File: config.mk
export PLATFORM = sky130hd
export DESIGN_NAME = lr_shift_deserializer
export DESIGN_NICKNAME = d
export VERILOG_FILES = /design/src/rtl/lr_shift_deserializer.sv
export SDC_FILE = /design/constraint.sdc
export NUM_CORES = 1
export LEC_CHECK = 0
export CORE_MARGIN = 5
export CORE_UTILIZATION = 45
export DETAILED_ROUTE_END_ITERATION = 8
export MAX_ROUTING_LAYER = met4
export PLACE_DENSITY = 0.71
export SLEW_MARGIN = 40
export SYNTH_ARGS = -nofsm -noshare
export SYNTH_HDL_FRONTEND = slang
export SYNTH_SLANG_ARGS = --single-unit
File: constraint.sdc
create_clock -name clk -period 1.6 [get_ports clk]
set_input_delay 0.32 -clock clk [delete_from_list [all_inputs] [get_ports clk]]
set_output_delay 0.32 -clock clk [all_outputs]
set_load 0.05 [all_outputs]
File: src/rtl/lr_shift_deserializer.sv
// Serial-in/parallel-out receiver for MSB-first or LSB-first frames of WIDTH bits,
// with a one-entry valid/ready output buffer and sticky overrun flag.
//
// state | meaning
// IDLE  | no frame in progress, bit_cnt = 0
// SHIFT | frame in progress, bit_cnt = 1..WIDTH-1
module lr_shift_deserializer #(
  parameter int WIDTH = 4,
  localparam int CW = (WIDTH > 2) ? $clog2(WIDTH) : 1
) (
  input  logic             clk,
  input  logic             rst,
  input  logic             sin_valid,
  input  logic             sin,
  input  logic             lr_bar,
  input  logic             clr,
  input  logic             y_ready,
  output logic [WIDTH-1:0] y,
  output logic             y_valid,
  output logic             busy,
  output logic [CW-1:0]    bit_cnt,
  output logic             overrun
);

  typedef enum logic {IDLE, SHIFT} state_t;

  state_t           state, state_nxt;
  logic [WIDTH-1:0] shreg, shreg_nxt, shifted, y_nxt;
  logic [CW-1:0]    cnt_nxt;
  logic             order, order_nxt, cur_order;
  logic             y_valid_nxt, overrun_nxt;

  always_ff @(posedge clk) begin
    if (rst) begin
      state   <= IDLE;
      shreg   <= '0;
      bit_cnt <= '0;
      order   <= 1'b0;
      y       <= '0;
      y_valid <= 1'b0;
      overrun <= 1'b0;
    end else begin
      state   <= state_nxt;
      shreg   <= shreg_nxt;
      bit_cnt <= cnt_nxt;
      order   <= order_nxt;
      y       <= y_nxt;
      y_valid <= y_valid_nxt;
      overrun <= overrun_nxt;
    end
  end

  // The first bit of a frame uses the live lr_bar; later bits use the latched order.
  assign cur_order = (state == IDLE) ? lr_bar : order;
  assign shifted   = cur_order ? {sin, shreg[WIDTH-1:1]} : {shreg[WIDTH-2:0], sin};
  assign busy      = (bit_cnt != '0);

  always_comb begin
    state_nxt   = state;
    shreg_nxt   = shreg;
    cnt_nxt     = bit_cnt;
    order_nxt   = order;
    y_nxt       = y;
    y_valid_nxt = y_valid;
    overrun_nxt = overrun;

    if (y_valid && y_ready) y_valid_nxt = 1'b0;

    if (clr) begin
      state_nxt   = IDLE;
      shreg_nxt   = '0;
      cnt_nxt     = '0;
      overrun_nxt = 1'b0;
    end else if (sin_valid) begin
      shreg_nxt = shifted;
      case (state)
        IDLE: begin
          order_nxt = lr_bar;
          cnt_nxt   = CW'(1);
          state_nxt = SHIFT;
        end
        SHIFT: begin
          if (bit_cnt == CW'(WIDTH - 1)) begin
            cnt_nxt   = '0;
            state_nxt = IDLE;
            if (!y_valid || y_ready) begin
              y_nxt       = shifted;
              y_valid_nxt = 1'b1;
            end else begin
              overrun_nxt = 1'b1;
            end
          end else begin
            cnt_nxt = bit_cnt + CW'(1);
          end
        end
        default: state_nxt = IDLE;
      endcase
    end
  end

endmodule
## Word-level counts from Yosys, hierarchy flattened

Cells that the tools add are included.

- Flip-flop bits (word level): 14
- Bits in latches: 0
- Bits in writable memories: 0
- Bits in read-only memories: 0
- Input port bits: 7
- Output and inout bits: 9
- Logic and storage cells: 32
- Memories kept: 0

- $add $sub $neg: 1
- Multiply operators: 0
- Divide/modulo/power cells: 0
- Order comparisons: 0
- Eq/ne operators: 1
- Shift-type cells: 0
- Multiplexer cells: 12
- Bitwise gates (word level): 3
- Reductions and logical operators: 8

Operators by type and width:

| kind | number |
|---|---|
| $mux 1 | 8 |
| $reduce_and 5->1 | 1 |
| $mux 4 | 1 |
| $pmux 2 s2 | 1 |
| $reduce_and 4->1 | 1 |
| $not 1->1 | 3 |
| $add 2x1->2 const B | 1 |
| $eq 2x2->1 const B | 1 |
| $mux 2 | 1 |
| $pmux 1 s2 | 1 |
| $reduce_and 2->1 | 1 |
| $reduce_bool 2->1 | 1 |
| $reduce_or 2->1 | 1 |
| $logic_and 1x1->1 | 1 |
| $logic_not 1->1 | 1 |
| $logic_or 1x1->1 | 1 |

## Depth between registers and ports, before layout

- Word-level depth: 7
- Depth in mapped cells: 5
- Gate-level depth less buffers: 5

## Worst setup path before layout

Ideal clock, no wire load.

- Path kind: reg-to-output
- Start: register bit_cnt[0]
- End: output busy
- Data arrival time: 1.257 ns
- Data required time: 1.280 ns
- Slack: 0.023 ns
- Cell stages (with the launch flop): 4
- Path buffers: 0
- Path through: dfxtp_1 inv_1 ha_1 inv_1

- Longest elaborated chain between the ends: 1

RTL lines:

| element | line | source |
|---|---|---|
| start, declared | 21 | `output logic [CW-1:0] bit_cnt,` |
| start signal, assigned | 45 | `bit_cnt <= cnt_nxt;` |
| $reduce_bool 2->1 | 56 | `assign busy = (bit_cnt != '0);` |
| end, declared | 20 | `output logic busy,` |

Every way passes these cells.

## Final worst setup path

Ends and elaborated chain as after synthesis.

==> key figures <==
Critical path
  • Kind of critical path: register to output pin
  • Reg2reg start: bit_cnt[0]$_SDFFE_PP0P_
  • CP Launch Point: bit_cnt[0]$_SDFFE_PP0P_
  • RR Endpoint: y[0]$_SDFFE_PP0P_
  • CP Capture Point: busy
  • CP Launch Type: register
  • Setup slack, reg-to-reg: 250 ps
  • R2r worst-path depth: 4
  • Worst-path fanout max: 5
  • WP data required: 1280 ps
  • Arr. time, crit path: 1160 ps
  • Setup crit end kind: output pin

Pwr
  • Pwr dens: 857.2 nW/um^2
  • Internal: 0.0005362 W
  • Gate power share: 11.9%
  • Reg power frac: 51.9%
  • Clock network power share: 36.3%
  • Final Power: 0.0007025 W
  • Switching Share: 23.67%
  • Net switching power: 0.0001663 W
  • P_leak: 0.3390 nW
  • Max rail drop VDD: ~0.53 mV

Drt
  • First-pass DRT Iterations: 4
  • Initial drt markers: 16
  • Via count: 526
  • Drt drc: 0
  • Final wirelength: 1260 um
  • Final ANT Viol Nets: 0
  • WL/cell: roughly 13 um
  • Avg Vias per Cell: about 5.4

Hold path
  • Hold Crit Start: overrun$_SDFFE_PP0P_
  • Hold Crit Class: register to register

Placement
  • I/O Buffers: 15
  • Post-place setup slack: 14.32 ps
  • Placer Congestion: 0.7557
  • Dpl hpwl: 966.1 um

Synthesis
  • Post-Syn Area: 600.6 sq um
  • Synth area leaders: dfxtp_1 47%, mux2i_1 6.7%, o21ai_0 5.8%
  • Top_reg_cell synth: dfxtp_1
  • Seq cells post-synth: 14
  • Sequential area share after synthesis: 46.67%
  • Largest area contributor in the netlist: dfxtp_1
  • Post-synthesis cell count: 63
  • Commonest cells post-synth: 14 x dfxtp_1, 7 x o21ai_0, 6 x a21oi_1, 5 x a31oi_1, 5 x inv_1
  • Synth Area per Inst: 9.533 sq um
  • Dominant cell by count in the synthesized netlist: dfxtp_1
  • Yosys warns: 0
  • Share of the synthesized area in the top cell type: 46.67%
  • Synth unique cells: 21
  • Post-synth EDFFs: 0
  • Syn_nets: between 70 and 80
  • Async set-reset flop share out of synthesis: 0%

Global routing
  • First-pass GRT wire length: 2118 um
  • Total congestion overflow: 0
  • Gr usage total: between 10 and 15%
  • Vias in the first global route: 498
  • Antenna violations before repair: 0
  • Pin count of the biggest net entering global routing: 16

CTS
  • Post-CTS Setup Inserts: 0
  • Clock Sink Count: 14
  • CTS Root Cell: clkbuf_4
  • TritonCTS clock tree: yes
  • H-tree lvl count: 1
  • Max Buffers Root-to-Sink: 2
  • Worst-skew pair later-pin latency: 280 ps
  • CTS buffer count: 3
  • Clk pin slew, worst setup/hold paths: 90 ps

Cells and area
  • Fillers: 104
  • Fraction of layout cells with a size suffix above 1: 24.39%
  • Final-stage net count: between 90 and 100
  • Antenna cell count: 0
  • Synthesis-to-layout area growth: 36.46%
  • Final core utilization: 63.78%

Floorplanning
  • Initial Util: 46.74%
  • Total die area: 2165 sq um
  • Boundary pin count: 16
  • Die width: 46.53 um
  • Core Area: 1285 sq um
  • Placement Rows: 13
  • Die H: 46.53 um

Flow run
  • Max-cap viol count: 0

STA
  • Worst-Margin Slew: 321.8 ps
  • Hold slack: 529.6 ps
  • Worst Setup Slack, final: 123.6 ps
  • Final hold viol count: 0
  • Max-slew violations: 0
  • Final period utilization: just over 90%
  • Setup TNS: 0 ps
  • Slew HR: 78.47%
  • Layout Skew: 0.8714 ps
  • Fmax: 677.3 MHz
  • Tmin final: roughly 1500 ps
  • Final setup violation count: 0
  • RSZ-0062 raised after global routing: false

Run status
  • Status: complete, no violations
## flip-flops by register name, indices dropped and copies added (netlist names)
| signal | cells |
|---|---|
| state | 1 |
| y_valid | 1 |
| order | 1 |
| y | 4 |
| overrun | 1 |
| shreg | 4 |
| bit_cnt | 2 |
## power by group through the flow
stage                     registers [W]  clock network [W]  logic (W)
after floorplan                0.000375                  0  0.0000395
after global placement         0.000372                  0  0.0000819
after detailed placement       0.000372                  0  0.0000832
after CTS                      0.000364           0.000265  0.0000837
after global routing           0.000365           0.000277  0.0000908
final                          0.000364           0.000255  0.0000833
## placed cells by master (no fill, tap or decap)
cell / n
nand2_1: 1
ha_1: 2
nand2b_1: 1
clkbuf_8: 1
mux2i_4: 1
clkdlybuf4s50_1: 6
o21ai_0: 7
and3_1: 1
dfxtp_1: 13
inv_1: 5
buf_12: 2
nor3_1: 2
a31oi_1: 5
nor2_1: 2
a21oi_1: 6
and3_4: 1
a211oi_1: 3
clkbuf_4: 3
and2_1: 1
nand3_1: 2
mux2i_1: 4
a311oi_1: 1
buf_4: 10
dfxtp_2: 1
a211oi_2: 1
## cell type report
type	count	area, sq um	area share, %
clock buffer	4	36.28	4.427
tap	15	18.77	2.290
sequential	14	281.5	34.35
inverter	5	18.77	2.290
timing repair buffer	18	175.2	21.37
multi-input combinational	41	289.0	35.27
## timing repair
| action | CTS | global route |
|---|---|---|
| hold buffers | 0 | 0 |
| resized for setup | 0 | 1 |
| endpoints found under the setup margin | 0 | 1 |
## through the flow
step	cells	instance area (sq um)
2_1_floorplan	63	600.6
4_1_cts	97	818.3
3_3_place_gp	93	782.0
3_5_place_dp	93	782.0
6_report	97	819.5
5_1_grt	97	819.5
## critical path, stage by stage, from the launching register on
cell and delay (ps):
dfxtp_2 400, inv_1 60, ha_1 190, inv_1 90, buf_12 140
## how the worst min path moves through the flow
stage                                    endpoint  slack (ps)  depth (start not counted)
after floorplan           bit_cnt[0]$_SDFFE_PP0P_         400                          1
after global placement       overrun$_SDFFE_PP0P_         510                          2
after detailed placement     overrun$_SDFFE_PP0P_         520                          2
after CTS                   shreg[0]$_SDFFE_PP0P_         540                          2
after global routing        shreg[3]$_SDFFE_PP0P_         570                          2
final                        overrun$_SDFFE_PP0P_         530                          2
## cells by family after synthesis
| family | count (synthesis) | share of synthesized area [%] |
|---|---|---|
| buf+inv | 8 | 5.208 |
| flops | 14 | 46.67 |
| mux | 5 | 10.42 |
| compound gates | 23 | 23.33 |
| fa+ha+maj | 2 | 4.166 |
| simple gates | 11 | 10.21 |
## layer usage
metal  vias up  share of wire (%)  global-route usage, %
li1        266                  -                      -
met1       248                 45                  17.80
met3         2                5.8                  2.734
met2        10                 48                  21.15
met5         -                  0                      -
met4         0               0.79                  8.523
Power figures use the tool's default switching activity.
